### src/rtl/rv32_pkg.sv
// Shared RV32I definitions for the MEM stage: data width, funct3 access
// encodings, the access FSM state type and funct3 legality helpers.
package rv32_pkg;

    localparam int XLEN = 32;

    localparam logic [2:0] F3_B  = 3'b000;
    localparam logic [2:0] F3_H  = 3'b001;
    localparam logic [2:0] F3_W  = 3'b010;
    localparam logic [2:0] F3_BU = 3'b100;
    localparam logic [2:0] F3_HU = 3'b101;

    typedef enum logic [1:0] {
        ST_IDLE = 2'b00,
        ST_REQ  = 2'b01,
        ST_WAIT = 2'b10
    } mau_state_e;

    // Stores only have signed encodings; unsigned widths are load-only.
    function automatic logic f3_legal(input logic is_store, input logic [2:0] f3);
        logic ok;
        ok = 1'b0;
        case (f3)
            F3_B, F3_H, F3_W: ok = 1'b1;
            F3_BU, F3_HU:     ok = ~is_store;
            default:          ok = 1'b0;
        endcase
        return ok;
    endfunction

    // Halfwords need an even address, words a 4-byte aligned one.
    function automatic logic f3_misaligned(input logic [2:0] f3, input logic [1:0] a);
        logic bad;
        bad = 1'b0;
        case (f3)
            F3_H, F3_HU: bad = a[0];
            F3_W:        bad = (a != 2'b00);
            default:     bad = 1'b0;
        endcase
        return bad;
    endfunction

endpackage

### src/rtl/mem_access_unit_load_align.sv
// Load alignment: picks the addressed byte/halfword out of the bus word and
// sign- or zero-extends it to XLEN according to funct3.
module load_align
    import rv32_pkg::*;
(
    input  logic [XLEN-1:0] i_rdata,
    input  logic [1:0]      i_addr_lo,
    input  logic [2:0]      i_funct3,
    output logic [XLEN-1:0] o_data
);

    logic [7:0]  w_byte;
    logic [15:0] w_half;

    // Lane selection of the addressed byte and halfword.
    always_comb begin
        w_byte = 8'h00;
        case (i_addr_lo)
            2'b00:   w_byte = i_rdata[7:0];
            2'b01:   w_byte = i_rdata[15:8];
            2'b10:   w_byte = i_rdata[23:16];
            2'b11:   w_byte = i_rdata[31:24];
            default: w_byte = 8'h00;
        endcase
        if (i_addr_lo[1]) begin
            w_half = i_rdata[31:16];
        end else begin
            w_half = i_rdata[15:0];
        end
    end

    // Width/sign extension of the selected lane.
    always_comb begin
        o_data = i_rdata;
        case (i_funct3)
            F3_B:    o_data = {{24{w_byte[7]}}, w_byte};
            F3_H:    o_data = {{16{w_half[15]}}, w_half};
            F3_BU:   o_data = {24'h000000, w_byte};
            F3_HU:   o_data = {16'h0000, w_half};
            F3_W:    o_data = i_rdata;
            default: o_data = i_rdata;
        endcase
    end

endmodule

### src/rtl/mem_access_unit.sv
// MEM stage of the RV32I pipeline: issues loads/stores on a req/gnt/rvalid
// data bus, steers store lanes, aligns load data, flags misaligned/illegal
// accesses and aborts accesses that see no bus response in time. Responses
// are presented in the same cycle the bus completes, so the result outputs
// are combinational on top of the registered FSM state.
module mem_access_unit
    import rv32_pkg::*;
#(
    parameter int TIMEOUT_CYCLES = 16
)
(
    input  logic             clk,
    input  logic             rst_n,
    input  logic             ex_valid,
    input  logic [XLEN-1:0]  ex_alu_result,
    input  logic [XLEN-1:0]  ex_rs2_data,
    input  logic [4:0]       ex_rd,
    input  logic             ex_regwrite,
    input  logic             ex_memtoreg,
    input  logic             ex_memread,
    input  logic             ex_memwrite,
    input  logic [2:0]       ex_funct3,
    output logic [XLEN-1:0]  mem_mem_data,
    output logic [XLEN-1:0]  mem_alu_result,
    output logic [4:0]       mem_rd,
    output logic             mem_regwrite,
    output logic             mem_memtoreg,
    output logic             mem_stall,
    output logic             mem_excp,
    output logic             mem_bus_err,
    output logic             dmem_req,
    output logic             dmem_we,
    output logic [XLEN-1:0]  dmem_addr,
    output logic [XLEN-1:0]  dmem_wdata,
    output logic [3:0]       dmem_wstrb,
    input  logic             dmem_gnt,
    input  logic             dmem_rvalid,
    input  logic [XLEN-1:0]  dmem_rdata
);

    localparam int CW = (TIMEOUT_CYCLES > 2) ? $clog2(TIMEOUT_CYCLES) : 1;
    localparam logic [CW-1:0] CNT_LAST = CW'(TIMEOUT_CYCLES - 1);

    mau_state_e      r_state;
    mau_state_e      w_next;
    logic [CW-1:0]   r_cnt;

    logic            w_op;
    logic            w_store;
    logic            w_bad;
    logic            w_go;
    logic            w_timeout;
    logic            w_req;
    logic            w_complete;
    logic            w_abort;
    logic            w_cnt_clr;
    logic            w_cnt_inc;
    logic [XLEN-1:0] w_load_data;
    logic [XLEN-1:0] w_wdata;
    logic [3:0]      w_wstrb;

    assign w_op      = ex_valid & (ex_memread | ex_memwrite);
    assign w_store   = ex_memwrite;
    assign w_bad     = w_op & (~f3_legal(w_store, ex_funct3) |
                               f3_misaligned(ex_funct3, ex_alu_result[1:0]));
    assign w_go      = w_op & ~w_bad;
    assign w_timeout = (r_cnt == CNT_LAST);

    load_align u_load_align (
        .i_rdata   (dmem_rdata),
        .i_addr_lo (ex_alu_result[1:0]),
        .i_funct3  (ex_funct3),
        .o_data    (w_load_data)
    );

    // FSM state register.
    always_ff @(posedge clk or negedge rst_n) begin
        if (!rst_n) begin
            r_state <= ST_IDLE;
        end else begin
            r_state <= w_next;
        end
    end

    // Timeout counter: restarts when an access leaves IDLE, counts REQ/WAIT cycles.
    always_ff @(posedge clk or negedge rst_n) begin
        if (!rst_n) begin
            r_cnt <= '0;
        end else if (w_cnt_clr) begin
            r_cnt <= '0;
        end else if (w_cnt_inc) begin
            r_cnt <= r_cnt + 1'b1;
        end else begin
            r_cnt <= r_cnt;
        end
    end

    // Next-state, request and completion/abort decode.
    always_comb begin
        w_next     = r_state;
        w_req      = 1'b0;
        w_complete = 1'b0;
        w_abort    = 1'b0;
        w_cnt_clr  = 1'b0;
        w_cnt_inc  = 1'b0;
        case (r_state)
            ST_IDLE: begin
                if (w_go) begin
                    w_req = 1'b1;
                    if (dmem_gnt) begin
                        if (w_store || dmem_rvalid) begin
                            w_complete = 1'b1;
                            w_next     = ST_IDLE;
                        end else begin
                            w_next    = ST_WAIT;
                            w_cnt_clr = 1'b1;
                        end
                    end else begin
                        w_next    = ST_REQ;
                        w_cnt_clr = 1'b1;
                    end
                end else begin
                    w_next = ST_IDLE;
                end
            end
            ST_REQ: begin
                w_cnt_inc = 1'b1;
                if (!w_go) begin
                    w_next = ST_IDLE;
                end else if (dmem_gnt) begin
                    w_req = 1'b1;
                    if (w_store || dmem_rvalid) begin
                        w_complete = 1'b1;
                        w_next     = ST_IDLE;
                    end else begin
                        w_next = ST_WAIT;
                    end
                end else if (w_timeout) begin
                    w_abort = 1'b1;
                    w_next  = ST_IDLE;
                end else begin
                    w_req  = 1'b1;
                    w_next = ST_REQ;
                end
            end
            ST_WAIT: begin
                w_cnt_inc = 1'b1;
                if (!w_go) begin
                    w_next = ST_IDLE;
                end else if (dmem_rvalid) begin
                    w_complete = 1'b1;
                    w_next     = ST_IDLE;
                end else if (w_timeout) begin
                    w_abort = 1'b1;
                    w_next  = ST_IDLE;
                end else begin
                    w_next = ST_WAIT;
                end
            end
            default: begin
                w_next = ST_IDLE;
            end
        endcase
    end

    // Store lane steering: replicate the datum across lanes, enable only the addressed bytes.
    always_comb begin
        w_wdata = ex_rs2_data;
        w_wstrb = 4'b0000;
        case (ex_funct3)
            F3_B: begin
                w_wdata = {4{ex_rs2_data[7:0]}};
                w_wstrb = 4'b0001 << ex_alu_result[1:0];
            end
            F3_H: begin
                w_wdata = {2{ex_rs2_data[15:0]}};
                w_wstrb = 4'b0011 << {ex_alu_result[1], 1'b0};
            end
            F3_W: begin
                w_wdata = ex_rs2_data;
                w_wstrb = 4'b1111;
            end
            default: begin
                w_wdata = ex_rs2_data;
                w_wstrb = 4'b0000;
            end
        endcase
        if (!(w_store && w_go)) begin
            w_wstrb = 4'b0000;
        end else begin
            w_wstrb = w_wstrb;
        end
    end

    // Output drive; everything is forced low while rst_n is asserted.
    always_comb begin
        mem_stall      = rst_n & w_op & ~w_bad & ~w_complete & ~w_abort;
        mem_excp       = rst_n & w_bad;
        mem_bus_err    = rst_n & w_abort;
        mem_regwrite   = rst_n & ex_valid & ex_regwrite & (~w_op | w_complete);
        dmem_req       = rst_n & w_req;
        dmem_we        = rst_n & w_store;
        dmem_wstrb     = rst_n ? w_wstrb : 4'b0000;
        dmem_wdata     = rst_n ? w_wdata : 32'h0000_0000;
        dmem_addr      = rst_n ? {ex_alu_result[31:2], 2'b00} : 32'h0000_0000;
        mem_alu_result = rst_n ? ex_alu_result : 32'h0000_0000;
        mem_rd         = rst_n ? ex_rd : 5'd0;
        mem_memtoreg   = rst_n & ex_memtoreg;
        if (rst_n && w_complete && !w_store) begin
            mem_mem_data = w_load_data;
        end else begin
            mem_mem_data = 32'h0000_0000;
        end
    end

endmodule
### config.mk
export PLATFORM = sky130hd
export DESIGN_NAME = mem_access_unit
export DESIGN_NICKNAME = d
export VERILOG_FILES = /design/src/rtl/rv32_pkg.sv /design/src/rtl/mem_access_unit_load_align.sv /design/src/rtl/mem_access_unit.sv
export SDC_FILE = /design/constraint.sdc
export NUM_CORES = 1
export LEC_CHECK = 0
export CAP_MARGIN = 40
export CORE_ASPECT_RATIO = 0.7
export CORE_UTILIZATION = 25
export DETAILED_ROUTE_END_ITERATION = 16
export MAX_ROUTING_LAYER = met4
export PLACE_DENSITY_LB_ADDON = 0.05
export SYNTH_ARGS = -nofsm -noshare
export SYNTH_HDL_FRONTEND = slang
export SYNTH_SLANG_ARGS = --single-unit
### constraint.sdc
create_clock -name clk -period 5.5 [get_ports clk]
set_input_delay 1.1 -clock clk [delete_from_list [all_inputs] [get_ports clk]]
set_output_delay 1.1 -clock clk [all_outputs]
set_load 0.005 [all_outputs]
==> out/metrics.yaml <==
status:
  status: "completed"
drt:
  ant_nets: 0
  first_pass_iters: 5
  viasPerCell: 4.54
  wl_per_cell_um: 15.6
  num_vias: 3099
  drt-total-wl_um: 10600
  drt_iter0_markers: 182
  drc: 0
finish:
  fin_area_sq_mm: 0.00476
  syn_to_final_growth_pct: 105
  final_util: 0.527
  n_antenna_cell: 0
  n_fill_cell: 884
  fin_cells: 683
  drive_above_1_share: 0.0608
  num-nets-final: 679
sta:
  fin_tns_setup_ns: 0
  holdWs_ns: 0.559
  rsz0062_at_grt: "no"
  drv_slew: 0
  slew_headroom: 0.557
  skew_ns: 0.000917
  setup_viol: 0
  finalCritPeriodShare: 0.917
  finalHoldViolCount: 0
  min_period_ns: 5.04
  worst_pin_slew_ns: 0.665
  max_freq_mhz: 198
  fin_ws_ns: 0.458
critical_path:
  crit_path_max_incr_delay_ns: 0.71
  critPathMaxFanout: 16
  rr_worst_depth: 4
  crit_top_cell: "clkdlybuf4s50_1"
  crit_slowest_cell: "clkdlybuf4s50_1"
  critPathArrivalTime_ns: 3.94
  r2r_slack_ns: 4.19
  setup.worst_path.class: "primary input to output port"
  cp-end-kind: "output port"
  path_cells: "clkdlybuf4s50_1 -> o41ai_4 -> nand3_2 -> a2111oi_2 -> clkdlybuf4s50_1"
  reg2reg_from: "r_state[0]"
  crit_required_ns: 4.40
  start_kind: "primary input"
  reg2reg_to: "r_state[0]"
  crit_family: "buffers and inverters"
  path_buf_inv: 2
cts:
  clockBufferDepth: 2
  postCtsHoldBufs: 0
  htree_levels: 1
  postCtsSetupBuffers: 0
  cts_num_sinks: 6
  cts-root-buf: "clkbuf_16"
  clkTransAtPathRegs_ns: 0.03
  cts_tree: "built"
  numCtsBuffers: 3
  insertion_delay_ns: 0.23
  cts-resized-gates: 0
floorplan:
  ios: 257
  dieHeight_um: 82.7
  design.core.area_sq_mm: 0.00903
  dieArea_sq_mm: 0.00970
  row_count: 29
  dieWidth_um: 117
  start_util: 0.257
yosys:
  syn_inst: 353
  synth-seq-cells: 6
  synthArstFlopShare: 1.00
  yosysTopAreaCellShare: 0.126
  synth_area_leaders: "and2_1 (13%), buf_4 (11%), nand2_1 (8.4%)"
  ys_top_cells_by_count: "nand2_1 (52), and2_1 (47), buf_4 (33), inv_1 (31), nor2_1 (22)"
  yosysUniqueCellTypes: 46
  synth_top_area_cell: "and2_1"
  yosys_warnings: 0
  synth_ff_type: "dfrtp_1"
  syn_avg_cell_area_sq_um: 6.59
  synth_edf_count: 0
  yosysMostFrequentCell: "nand2_1"
  syn_area_sq_mm: 0.00233
  ys_seq_area_frac: 0.0646
pwr:
  p_per_area_mw_per_mm2: 103
  p_leak_nw: 1.93
  power_mw: 0.492
  vdd_drop_max_v: 0.000225
place:
  place.gp.congestion: 0.831
  io_buffers: 254
  place_area_sq_mm: 0.00468
  post-place-ws_ns: 0.461
  post-dp-hpwl_um: 8610
  place_inst: 680
grt:
  grt_overflow: 0
  grt_usage: 0.207
  antenna_found_initial: 0
  grt_start_max_net_pins: 82
  grt_pass1_wl_um: 15300
  grt_pass1_vias: 2801
min_path:
  worstHoldEndpoint: "r_cnt[1]"
  worstHoldPathCells: 2
  min_path_type: "flip-flop to flip-flop"
  min_from: "r_cnt[1]"
job:
  drv_cap: 0
-- worst max-delay path by stage --
| stage | from | end | slack [ns] | cells after the start |
|---|---|---|---|---|
| finish | ex_funct3[0] | mem_mem_data[7] | 0.46 | 5 |
| global placement | ex_funct3[0] | mem_mem_data[7] | 0.53 | 5 |
| detailed placement | ex_funct3[0] | mem_mem_data[18] | 0.46 | 5 |
| CTS | ex_funct3[0] | mem_mem_data[18] | 0.44 | 5 |
| floorplan | ex_alu_result[0] | mem_mem_data[7] | 2.08 | 5 |
| global route | ex_funct3[0] | mem_mem_data[18] | 0.24 | 5 |
-- registers in the layout, summed over array words and instances (netlist names) --
signal	count
r_cnt	4
r_state	2
-- power breakdown --
part | internal (mW) | switching [mW] | leakage, nW
logic | 0.189 | 0.121 | 1.81
clock network | 0.0931 | 0.0229 | 0.0370
registers | 0.0556 | 0.0107 | 0.0807
-- worst reg2reg max path, stage by stage (launching register included) --
cell and delay [ns]:
dfrtp_1 0.39, ha_1 0.23, nor2_1 0.25, nand2_1 0.12, nor3_1 0.23
-- cell type report --
class | count | area [sq um] | share of cell area
clock buffer | 3 | 75.1 | 0.0158
inverter | 31 | 116 | 0.0245
sequential | 6 | 150 | 0.0316
tap | 124 | 155 | 0.0326
multi-input combinational | 259 | 1680 | 0.353
timing repair buffer | 260 | 2580 | 0.543
-- cell usage in the layout (no fill, tap or decap), types with 2 or more instances in the layout --
cell type	n
mux2_2	2
and2_1	47
mux2i_1	9
a221oi_1	5
nand4_1	3
nand3_1	3
and3_1	2
nand2_1	52
buf_4	6
clkbuf_16	3
a221oi_2	3
ha_1	5
xor2_1	2
a21oi_2	10
nor2_1	22
nor2b_1	2
a211oi_1	2
clkdlybuf4s50_1	253
nand2b_1	2
a21oi_1	13
conb_1	2
a21boi_0	16
inv_1	31
dfrtp_1	6
o21ai_0	19
o211a_1	8
a222oi_1	7
nor3_1	7
-- per-layer routing --
metal | global-route usage | wire length, um | vias up
li1 | - | - | 1582
met1 | 0.291 | 5010 | 1399
met2 | 0.325 | 4770 | 114
met3 | 0.0314 | 809 | 4
met4 | 0.0139 | 45 | 0
met5 | - | 0 | -
-- kinds of logic after synthesis --
family          after synthesis  share of synthesized area
xor+xnor                      3                     0.0113
fa+ha+maj                     5                     0.0269
buf+inv                      89                      0.216
mux                          11                     0.0484
compound gates               93                      0.320
other cells                   1                    0.00161
simple gates                145                      0.311
flops                         6                     0.0645
Note: power is estimated with default switching activity, not from simulation.
